### config.mk
export PLATFORM = sky130hd
export DESIGN_NAME = div_seq_ctrl
export DESIGN_NICKNAME = d
export VERILOG_FILES = /design/src/rtl/div_seq_ctrl_pkg.sv /design/src/rtl/div_sign_fix.sv /design/src/rtl/div_seq_ctrl.sv
export SDC_FILE = /design/constraint.sdc
export NUM_CORES = 1
export LEC_CHECK = 0
export ABC_AREA = 1
export CORE_AREA = 2 2 164 166
export DETAILED_ROUTE_END_ITERATION = 16
export DIE_AREA = 0 0 166 168
export GPL_TIMING_DRIVEN = 0
export PLACE_DENSITY = 0.71
export SLEW_MARGIN = 20
export SYNTH_ARGS = -nofsm -noshare
export SYNTH_HDL_FRONTEND = slang
export SYNTH_HIERARCHICAL = 1
export SYNTH_SLANG_ARGS = --single-unit
export TNS_END_PERCENT = 50
### constraint.sdc
create_clock -name clk -period 2.37 [get_ports clk]
set_input_delay 0.474 -clock clk [delete_from_list [all_inputs] [get_ports clk]]
set_output_delay 0.474 -clock clk [all_outputs]
set_load 0.05 [all_outputs]
### src/rtl/div_seq_ctrl_pkg.sv
// div_seq_ctrl_pkg: shared constants, state encoding and operation context
// for the sequential divider controller.
// Optional feature macro used by div_seq_ctrl: DIV_ZERO_BYPASS_EN.
package div_seq_ctrl_pkg;

    // Default operand / quotient / remainder width.
    localparam int unsigned DIV_DW_DEFAULT = 32;

    // Controller states (3-bit binary encoding, kept as plain constants so the
    // encoding stays compatible with older consumers of these values).
    localparam logic [2:0] DIV_ST_IDLE  = 3'd0;
    localparam logic [2:0] DIV_ST_SEND  = 3'd1;
    localparam logic [2:0] DIV_ST_WAIT  = 3'd2;
    localparam logic [2:0] DIV_ST_DONE  = 3'd3;
    localparam logic [2:0] DIV_ST_DRAIN = 3'd4;

    // Context latched when a request is accepted.
    typedef struct packed {
        logic neg_q;   // quotient must be negated on capture
        logic neg_r;   // remainder must be negated on capture
        logic cancel;  // flushed while the operands were still being handed over
    } div_ctx_t;

    // Field split of the IP dout bus: quotient in the upper half,
    // remainder in the lower half.
    function automatic int unsigned div_quot_msb(input int unsigned dw);
        return 2 * dw - 1;
    endfunction

    function automatic int unsigned div_quot_lsb(input int unsigned dw);
        return dw;
    endfunction

    function automatic int unsigned div_rem_msb(input int unsigned dw);
        return dw - 1;
    endfunction

endpackage

### src/rtl/div_sign_fix.sv
// div_sign_fix: conditional two's-complement negation. Produces the magnitude
// of a signed operand at acceptance, and re-applies the sign to the IP's
// quotient/remainder at capture.
module div_sign_fix
    import div_seq_ctrl_pkg::*;
#(
    parameter int unsigned DW = DIV_DW_DEFAULT
) (
    input  logic [DW-1:0] in_val,
    input  logic          neg,
    output logic [DW-1:0] out_val
);

    // Negate when requested, otherwise pass the value through unchanged.
    always_comb begin
        out_val = in_val;
        if (neg) begin
            out_val = '0 - in_val;
        end
    end

endmodule

### src/rtl/div_seq_ctrl.sv
// div_seq_ctrl: sequences one shared unsigned AXI-stream divider IP for
// DIV/DIVU on behalf of the execute stage. Signed operands are reduced to
// magnitudes before issue and the sign is restored on the captured result.
// A flush drains any in-flight IP operation so the IP never returns a stale
// result to a later request.
// Optional feature: define DIV_ZERO_BYPASS_EN to answer a zero divisor
// directly (quot = all ones, rem = dividend) without using the IP.
module div_seq_ctrl
    import div_seq_ctrl_pkg::*;
#(
    parameter int unsigned DW = DIV_DW_DEFAULT
) (
    input  logic            clk,
    input  logic            resetn,
    input  logic            req_valid,
    output logic            req_ready,
    input  logic            req_signed,
    input  logic [DW-1:0]   req_dividend,
    input  logic [DW-1:0]   req_divisor,
    input  logic            flush,
    output logic            resp_valid,
    input  logic            resp_ready,
    output logic [DW-1:0]   resp_quot,
    output logic [DW-1:0]   resp_rem,
    output logic            busy,
    output logic            m_dividend_tvalid,
    input  logic            m_dividend_tready,
    output logic [DW-1:0]   m_dividend_tdata,
    output logic            m_divisor_tvalid,
    input  logic            m_divisor_tready,
    output logic [DW-1:0]   m_divisor_tdata,
    input  logic            s_dout_tvalid,
    input  logic [2*DW-1:0] s_dout_tdata
);

    localparam int unsigned QUOT_MSB = div_quot_msb(DW);
    localparam int unsigned QUOT_LSB = div_quot_lsb(DW);
    localparam int unsigned REM_MSB  = div_rem_msb(DW);

    logic [2:0]    state;
    logic [2:0]    state_nxt;
    div_ctx_t      ctx;

    logic          accept;
    logic          zero_bypass;
    logic          dvd_neg;
    logic          dvs_neg;
    logic          dvd_done;
    logic          dvs_done;
    logic          send_done;
    logic          capture;

    logic [DW-1:0] dvd_mag;
    logic [DW-1:0] dvs_mag;
    logic [DW-1:0] ip_quot;
    logic [DW-1:0] ip_rem;
    logic [DW-1:0] fix_quot;
    logic [DW-1:0] fix_rem;

    // ------------------------------------------------------------------
    // Request side
    // ------------------------------------------------------------------
    assign req_ready  = (state == DIV_ST_IDLE) && !flush;
    assign accept     = req_valid && req_ready;
    assign busy       = (state != DIV_ST_IDLE);
    assign resp_valid = (state == DIV_ST_DONE);

    assign dvd_neg = req_signed & req_dividend[DW-1];
    assign dvs_neg = req_signed & req_divisor[DW-1];

`ifdef DIV_ZERO_BYPASS_EN
    assign zero_bypass = (req_divisor == '0);
`else
    assign zero_bypass = 1'b0;
`endif

    div_sign_fix #(.DW(DW)) u_mag_dividend (
        .in_val  (req_dividend),
        .neg     (dvd_neg),
        .out_val (dvd_mag)
    );

    div_sign_fix #(.DW(DW)) u_mag_divisor (
        .in_val  (req_divisor),
        .neg     (dvs_neg),
        .out_val (dvs_mag)
    );

    // ------------------------------------------------------------------
    // IP side
    // ------------------------------------------------------------------
    // A channel is finished once its tvalid is low or is being accepted now.
    assign dvd_done  = !m_dividend_tvalid || m_dividend_tready;
    assign dvs_done  = !m_divisor_tvalid || m_divisor_tready;
    assign send_done = dvd_done && dvs_done;

    assign ip_quot = s_dout_tdata[QUOT_MSB:QUOT_LSB];
    assign ip_rem  = s_dout_tdata[REM_MSB:0];
    assign capture = (state == DIV_ST_WAIT) && s_dout_tvalid && !flush;

    div_sign_fix #(.DW(DW)) u_fix_quot (
        .in_val  (ip_quot),
        .neg     (ctx.neg_q),
        .out_val (fix_quot)
    );

    div_sign_fix #(.DW(DW)) u_fix_rem (
        .in_val  (ip_rem),
        .neg     (ctx.neg_r),
        .out_val (fix_rem)
    );

    // ------------------------------------------------------------------
    // Control
    // ------------------------------------------------------------------
    // Next-state selection. A flush never retracts an issued tvalid; the
    // operation is instead steered into DRAIN so its result is swallowed.
    always_comb begin
        state_nxt = state;
        case (state)
            DIV_ST_IDLE: begin
                if (accept) begin
                    state_nxt = zero_bypass ? DIV_ST_DONE : DIV_ST_SEND;
                end
            end
            DIV_ST_SEND: begin
                if (send_done) begin
                    state_nxt = (ctx.cancel || flush) ? DIV_ST_DRAIN : DIV_ST_WAIT;
                end
            end
            DIV_ST_WAIT: begin
                if (flush) begin
                    // A result arriving with the flush is already the one to discard.
                    state_nxt = s_dout_tvalid ? DIV_ST_IDLE : DIV_ST_DRAIN;
                end else if (s_dout_tvalid) begin
                    state_nxt = DIV_ST_DONE;
                end
            end
            DIV_ST_DONE: begin
                if (flush || resp_ready) begin
                    state_nxt = DIV_ST_IDLE;
                end
            end
            DIV_ST_DRAIN: begin
                if (s_dout_tvalid) begin
                    state_nxt = DIV_ST_IDLE;
                end
            end
            default: begin
                state_nxt = DIV_ST_IDLE;
            end
        endcase
    end

    // State register.
    always_ff @(posedge clk or negedge resetn) begin
        if (!resetn) begin
            state <= DIV_ST_IDLE;
        end else begin
            state <= state_nxt;
        end
    end

    // Operand channels: raise both tvalids on issue, drop each on its own handshake.
    always_ff @(posedge clk or negedge resetn) begin
        if (!resetn) begin
            m_dividend_tvalid <= 1'b0;
            m_divisor_tvalid  <= 1'b0;
            m_dividend_tdata  <= '0;
            m_divisor_tdata   <= '0;
        end else if (accept && !zero_bypass) begin
            m_dividend_tvalid <= 1'b1;
            m_divisor_tvalid  <= 1'b1;
            m_dividend_tdata  <= dvd_mag;
            m_divisor_tdata   <= dvs_mag;
        end else begin
            if (m_dividend_tvalid && m_dividend_tready) begin
                m_dividend_tvalid <= 1'b0;
            end
            if (m_divisor_tvalid && m_divisor_tready) begin
                m_divisor_tvalid <= 1'b0;
            end
        end
    end

    // Per-operation context: sign corrections and the cancelled-in-SEND mark.
    always_ff @(posedge clk or negedge resetn) begin
        if (!resetn) begin
            ctx <= '0;
        end else if (accept) begin
            ctx.neg_q  <= req_signed & (req_dividend[DW-1] ^ req_divisor[DW-1]);
            ctx.neg_r  <= dvd_neg;
            ctx.cancel <= 1'b0;
        end else if ((state == DIV_ST_SEND) && flush) begin
            ctx.cancel <= 1'b1;
        end
    end

    // Result registers, held until the next capture.
    always_ff @(posedge clk or negedge resetn) begin
        if (!resetn) begin
            resp_quot <= '0;
            resp_rem  <= '0;
        end else if (accept && zero_bypass) begin
            resp_quot <= '1;
            resp_rem  <= req_dividend;
        end else if (capture) begin
            resp_quot <= fix_quot;
            resp_rem  <= fix_rem;
        end
    end

endmodule

* After elaboration in Yosys (flattened, before gate mapping)
Cells that the tools add are included.
** Cells by class
- Bitwise logic cells :: 4
- Multiplexer cells :: 19
- $add $sub $neg :: 4
- Reductions and logical operators :: 21
- Eq/ne operators :: 9
** Operators by type and width (number)
- 2-to-1 mux 32 bit :: 4
- subtractor 1 x 32 -> 32 bit (first input constant) :: 4
- 2-to-1 mux 3 bit :: 8
- one-hot mux 3 bit (5 select lines) :: 1
- logical AND 1 bit :: 8
- equality test 3 x 2 -> 1 bit (second input constant) :: 2
- 2-to-1 mux 1 bit :: 6
- != test 2 bit (second input constant) :: 3
- nonzero test 2 bit :: 3
- AND reduction 5 bit :: 1
- logical OR 1 bit :: 4
- AND 1 bit :: 3
- equality test 3 x 1 -> 1 bit (second input constant) :: 1
- equality test 3 bit (second input constant) :: 1
- logical NOT 1 bit :: 3
- logical NOT 3 bit :: 1
- != test 3 bit (second input constant) :: 1
- nonzero test 3 bit :: 1
- != test 2 x 1 -> 1 bit (second input constant) :: 1
- bitwise XOR 1 bit :: 1
** Storage, ports and cells
- Register bits :: 136
- Output and inout port bits :: 133

* Logic depth before layout (Yosys ltp)
Gate-level depths: netlist of the first run.
- Word-level depth :: 5
- Gate-level depth with buffers :: 11
- Gate-level depth less buffers :: 11

* Hierarchy
The synthesis of the first run kept the hierarchy.
** By module, submodules not included
- div_seq_ctrl :: cells each 476, area each 5351.4 um^2, times used 1, sequential area each 3403.3 um^2
- div_sign_fix at u_fix_quot ... :: cells each 225, area each 1052.3 um^2, times used 3, sequential area each 0.0 um^2
- div_sign_fix at u_fix_rem :: cells each 226, area each 1038.5 um^2, times used 1, sequential area each 0.0 um^2

* Least setup slack after synthesis of the first run
No wires, ideal clock.
- Path type :: reg2reg
- Start :: register state[2]
- End :: register m_dividend_tdata[1]
- Path slack :: 306 ps
- Cell stages (with the launch flop) :: 9
- Library setup time :: 66 ps
- Period minus slack after synthesis :: 2064 ps
- Arrival time :: 1998 ps
- Data required time :: 2304 ps
- Cell sequence :: dfrtp_1 -> inv_1 -> nand3_2 -> nor2_2 -> nand2_2 -> inv_4 -> buf_6 -> nand2_1 -> nand2_1
** On the way
- Word-level cells in the longest chain between the ends :: 3
** Ends and longest elaborated chain
- start, declared :: line div_seq_ctrl.sv:40 : logic [2:0] state;
- start signal, assigned :: line div_seq_ctrl.sv:160 : state <= state_nxt;
- logical NOT 3 bit :: line div_seq_ctrl.sv:63 : assign req_ready = (state == DIV_ST_IDLE) && !flush;
- logical AND 1 bit :: line div_seq_ctrl.sv:63
- named net req_ready :: line div_seq_ctrl.sv:16 : output logic req_ready,
- logical AND 1 bit :: line div_seq_ctrl.sv:64 : assign accept = req_valid && req_ready;
- end signal, assigned :: line div_seq_ctrl.sv:174 : m_dividend_tdata <= dvd_mag;
- end, declared :: line div_seq_ctrl.sv:28 : output logic [DW-1:0] m_dividend_tdata,
The timed path passes the listed nets, and every way through them passes these cells.
A chain may end at the register's enable or synchronous reset.

* Worst setup path after layout of the first run
- Start :: register state[2]
- End :: output port busy
** On the way
- Word-level cells in the longest chain between the ends :: 1
** Ends and longest elaborated chain
- nonzero test 3 bit :: line div_seq_ctrl.sv:65 : assign busy = (state != DIV_ST_IDLE);
- end, declared :: line div_seq_ctrl.sv:25 : output logic busy,
Every way passes these cells.

==> results.toml, run 1 <==
[cts]
cts_tree = "done"
cts-root-buf = "clkbuf_16"
clk_pin_slew_ns = 0.06
htreeDepth = 4
clkLatencyLatePin_ns = 0.42
cts_sinks = 136
cts_buffer_depth = 2
cts_buffers = 17

[layout]
nets = 1808
antenna_cells = 0
stdcell_count = 2021
area_growth_pct = 38.9
post-route-cell-area_mm2 = 0.0133
final_common_cell = "nand2_1"
drive_above_1_share_pct = 11.6
layout_common_cells = "597 x nand2_1, 265 x clkdlybuf4s50_1, 188 x nor2_1"

[global_routing]
antenna_found_initial = 0
grt_max_degree = 73
grt_usage_pct = 21.1
grt_first_pass_wirelength_um = 47600
grt_pass1_vias = 9344
overflow = 0

[sta]
rsz0062_at_grt = "false"
slew_violations = 0
max_freq_mhz = 448
holdWs_ns = 0.477
slew_headroom_pct = 59.2
setup_violations = 0
hold_viol_final = 0
fin_ws_ns = 0.136
fin_crit_ns = 2.23
fin_skew_ns = 0.0125
period_share_pct = 94.2
worst_slew_pin_slew_ns = 0.614

[detailed_routing]
route.detailed.drc = 0
antenna_left = 0
vias_per_cell = 4.74
totalWireLength_um = 29300
detail_route.wl_per_cell_um = 14.5
dr.pass1.iters = 8
drtIter0Drc = 613
num_vias = 9578

[worst_setup_path]
cp-start-kind = "register"
cp_data_required_time_ns = 1.90
cp.arrival_ns = 1.76
critical_path_class = "reg -> out"
worstPathMaxFanout = 6
cp-end-kind = "primary output"

[floorplan]
fp.dieArea_mm2 = 0.0279
ios = 270
dieWidth_um = 166
start_util_pct = 36.2
rows = 60
core_mm2 = 0.0264
die_h_um = 168

[placement]
place_inst = 1988
post-dp-hpwl_um = 23100
placed_cell_area_mm2 = 0.0127
pre_cts_ws_ns = -0.198
portBuffers = 269
routabilityCongestion = 0.919

[run]
drv_cap = 0

[hold_path]
hold_class = "reg -> reg"

[synthesis]
ys_ff_latch = 136
syn_nets = 1518
yosys_warnings = 6
syn_avg_cell_area_um2 = 6.93
yosysSeqAreaShare_pct = 35.6
synth_cells = 1377
syn-cell-area_mm2 = 0.00955
ys_types = 30

[pwr]
peakVddDrop_mv = 0.961
p_per_area_mw_per_mm2 = 1230
power.leakage_nw = 6.40

[outcome]
outcome = "finished clean"
-- power breakdown --
group          internal [mW]  switching, mW
Clock                   1.48           1.12
Combinational           3.40           6.39
Sequential              3.36          0.598
Total                   8.25           8.11
-- registers in the layout, summed over array words and instances, names as in the netlist --
| register | flops |
|---|---|
| resp_quot | 32 |
| resp_rem | 32 |
| ctx | 3 |
| m_divisor_tdata | 32 |
| state | 3 |
| m_dividend_tvalid | 1 |
| m_divisor_tvalid | 1 |
| m_dividend_tdata | 32 |
-- routing by layer --
layer / routed length, µm / track usage, %
met2: 13600 / 35.6
met4: 365 / 5.07
met5: 0 / 0
met1: 13200 / 27.2
met3: 2100 / 5.31
-- synth_stat cells (all sizes together) --
master | instances | area share (%)
mux2 | 64 | 7.9
nand3b | 11 | 0.87
nor2 | 227 | 11
o211ai | 4 | 0.31
ha | 4 | 0.52
o21ai | 40 | 2.1
clkbuf | 7 | 1.0
inv | 104 | 4.1
buf | 28 | 2.3
nand3 | 70 | 3.9
a21oi | 4 | 0.21
nand2 | 615 | 25
nand4 | 5 | 0.33
dfrtp | 136 | 36
or2 | 1 | 0.066
xnor2 | 40 | 3.7
xor2 | 16 | 1.5
nor3 | 1 | 0.052
-- final timing paths --
kind                                      from                   to  slack (ns)  depth (start not counted)
min in group asynchronous               resetn          resp_rem[0]        0.59                          2
max reg2reg                           state[2]  m_dividend_tdata[8]        0.73                          8
max in group asynchronous               resetn  m_dividend_tdata[7]        1.00                          3
min reg2reg                m_dividend_tdata[7]  m_dividend_tdata[7]        0.48                          2
max                                   state[2]                 busy        0.14                          3
min                        m_dividend_tdata[7]  m_dividend_tdata[7]        0.48                          2
-- per-stage QoR --
step           TNS, ns  power, mW  utilization, %
4_1_cts              0       16.6            50.4
2_1_floorplan        0       10.5               -
3_5_place_dp    -0.198       13.9            48.2
5_1_grt              0       17.4            50.3
3_3_place_gp   -655.96       13.8            48.1
6_report             0       16.4            50.3
-- kinds of logic after synthesis --
group | after synthesis | synth area share [%]
AO/OA/AOI/OAI | 48 | 2.62
XOR/XNOR | 56 | 5.14
adder cells (fa/ha/maj) | 4 | 0.524
buffers and inverters | 139 | 7.39
flip-flops | 136 | 35.6
multiplexers | 64 | 7.86
AND/OR/NAND/NOR | 930 | 40.8
-- what timing repair did --
item / in CTS / in global routing
setup endpoints to repair: 3 / 1
endpoints found under the hold margin: 2 / 0
hold buffers: 1 / 0
resized for setup: 4 / 1
buffers inserted: 0 / 0
-- critical path: stages, from the launching register on --
cell           delay [ns]
dfrtp_1              0.46
inv_1                0.12
nand3_2              0.13
dlygate4sd2_1        0.62
-- cell type report --
type / count / area [µm²]
buffer: 35 / 313
timing repair buffer: 271 / 2730
clock buffer: 18 / 439
inverter: 104 / 393
clock inverter: 14 / 124
multi-input combinational: 1102 / 5440
fill: 2573 / 13100
tap: 341 / 427
sequential: 136 / 3400
No activity file was read; power rests on OpenSTA's default activity.
==> inputs of run 2 (changes only) <==
- CELL_PAD_IN_SITES_DETAIL_PLACEMENT: default -> 2
- CELL_PAD_IN_SITES_GLOBAL_PLACEMENT: default -> 2
- CORE_AREA: 2 2 164 166 -> 2 2 188 190
- DIE_AREA: 0 0 166 168 -> 0 0 190 192
- PLACE_DENSITY: 0.71 -> 0.93
==> results.toml, run 2 (synthesized netlist as in run 1, its figures left out) <==
[layout]
fillers = 4010
layout_common_cells = "597 x nand2_1, 265 x clkdlybuf4s50_1, 188 x nor2_1"
final_common_cell = "nand2_1"
area_growth_pct = 40.6
drive_above_1_share_pct = 11.6
antenna_cells = 0
nets = 1807
post-route-cell-area_mm2 = 0.0134

[cts]
htreeDepth = 4
cts_buffer_depth = 2
cts_sinks = 136
clkLatencyLatePin_ns = 0.45
cts_tree = "done"
hold_buffers = 0
cts_buffers = 17
cts-root-buf = "clkbuf_16"
cts_setup_buffers = 0
clk_pin_slew_ns = 0.07

[pwr]
peakVddDrop_mv = 0.694
seqPwrFrac_pct = 23.7
pwr-share-comb_pct = 60.0
p_per_area_mw_per_mm2 = 1280
power.leakage_nw = 6.40
switching_power_mw = 8.76
clkPwrFrac_pct = 16.3
p_sw_share_pct = 51.2
power.internal_mw = 8.36

[floorplan]
die_h_um = 192
ios = 270
rows = 68
fp.dieArea_mm2 = 0.0365
core_mm2 = 0.0343
dieWidth_um = 190
start_util_pct = 27.8

[worst_setup_path]
cp_slowest_cell = "clkdlybuf4s50_1"
cp_num_buf_inv = 1
cp_data_required_time_ns = 1.90
worstPathMaxFanout = 2
regToRegSetupSlack_ns = 0.63
critical_path_class = "reg -> out"
critPathTopFamily = "buffers and inverters"
cp-start-kind = "register"
crit_chain = "clkdlybuf4s50_1"
cpPeakStageDelay_ns = 0.87
cp.arrival_ns = 1.73
cp-end-kind = "primary output"

[global_routing]
grt_max_degree = 72
grt_pass1_vias = 11800
grt_first_pass_wirelength_um = 65300
grt_usage_pct = 23.2
antenna_found_initial = 1
overflow = 0

[detailed_routing]
detail_route.wl_per_cell_um = 19.4
dr.pass1.iters = 4
antenna_left = 0
totalWireLength_um = 41500
num_vias = 10200
vias_per_cell = 4.79
route.detailed.drc = 0
drtIter0Drc = 301

[sta]
max_freq_mhz = 455
fin_skew_ns = 0.0139
hold_viol_final = 8
holdWs_ns = -0.0220
setup_violations = 0
slew_violations = 0
fin_ws_ns = 0.170
fin_crit_ns = 2.20
period_share_pct = 92.8
tns_ns = 0
slew_headroom_pct = 58.6
rsz0062_at_grt = "false"
worst_slew_pin_slew_ns = 0.621

[placement]
pre_cts_ws_ns = -0.223
placed_cell_area_mm2 = 0.0128
post-dp-hpwl_um = 32600
routabilityCongestion = 0.880
portBuffers = 269

[outcome]
violations = "negative hold slack"
outcome = "finished with violations"

[hold_path]
hold_class = "in -> async"

[run]
drv_cap = 0
==> run 2: cell count changes in the layout (fill, tap and decap cells not counted), sizes merged <==
cell / change
bufinv: +1
clkbuf: +1
clkdlybuf4s15: +1
clkinv: -1
dlygate4sd2: -1
dlygate4sd3: -1
inv: -1
==> run 2: final timing paths <==
kind	startpoint	endpoint	cells after the start
setup / recovery	m_dividend_tdata[18]	m_dividend_tdata[18]	1
hold / removal	resetn	resp_quot[30]	1
setup reg to reg	ctx[1]	resp_rem[27]	8
hold reg to reg	m_divisor_tdata[10]	m_divisor_tdata[10]	2
max in group asynchronous	resetn	m_divisor_tdata[12]	2
min in group clk	m_divisor_tdata[10]	m_divisor_tdata[10]	2
==> run 2: timing repair <==
| item | 4_1_cts | 5_1_grt |
|---|---|---|
| cloned | 0 | 0 |
| pin swaps | 0 | 0 |
| gates resized for setup | 5 | 3 |
| endpoints found under the hold margin | 0 | 0 |
| endpoints found under the setup margin | 3 | 1 |
==> run 2: layout make-up <==
class,instances,area [µm²],area share [%]
buffer,35,313,2.33
tap,455,569,4.24
clock buffer,19,443,3.30
clock inverter,13,148,1.10
inverter,104,393,2.93
timing repair buffer,270,2720,20.3
sequential,136,3400,25.3
multi-input combinational,1102,5440,40.5
==> run 2: per-stage QoR <==
stage | utilization (%) | cells | power, mW | hold WS [ns]
after floorplan | - | 1377 | 10.5 | 0.178
after global placement | 37.4 | 2101 | 13.9 | 0.463
after detailed placement | 37.5 | 2102 | 14.4 | 0.470
after CTS | 39.2 | 2134 | 17.3 | 0.00291
after global routing | 39.2 | 2134 | 18.1 | 0.0148
final | 39.2 | 2134 | 17.1 | -0.0220
==> run 2: power groups by stage <==
stage               combinational [mW]  clock [mW]  sequential [mW]
finish                            10.3        2.80             4.05
global route                      11.0        2.97             4.18
global placement                  9.94           0             4.00
floorplan                         3.12           0             7.40
detailed placement                10.3           0             4.09
CTS                               10.4        2.88             4.07
==> run 2: metal layers <==
metal / global-route usage (%) / vias to the layer above / wire, µm / share of wire [%]
met4: 7.36 / 2 / 948 / 2.3
met1: 26.2 / 5064 / 16900 / 41
met2: 43.4 / 250 / 21600 / 52
met3: 4.93 / 60 / 2000 / 4.8
met5: 0 / - / 13 / 0.031
li1: - / 4838 / - / -
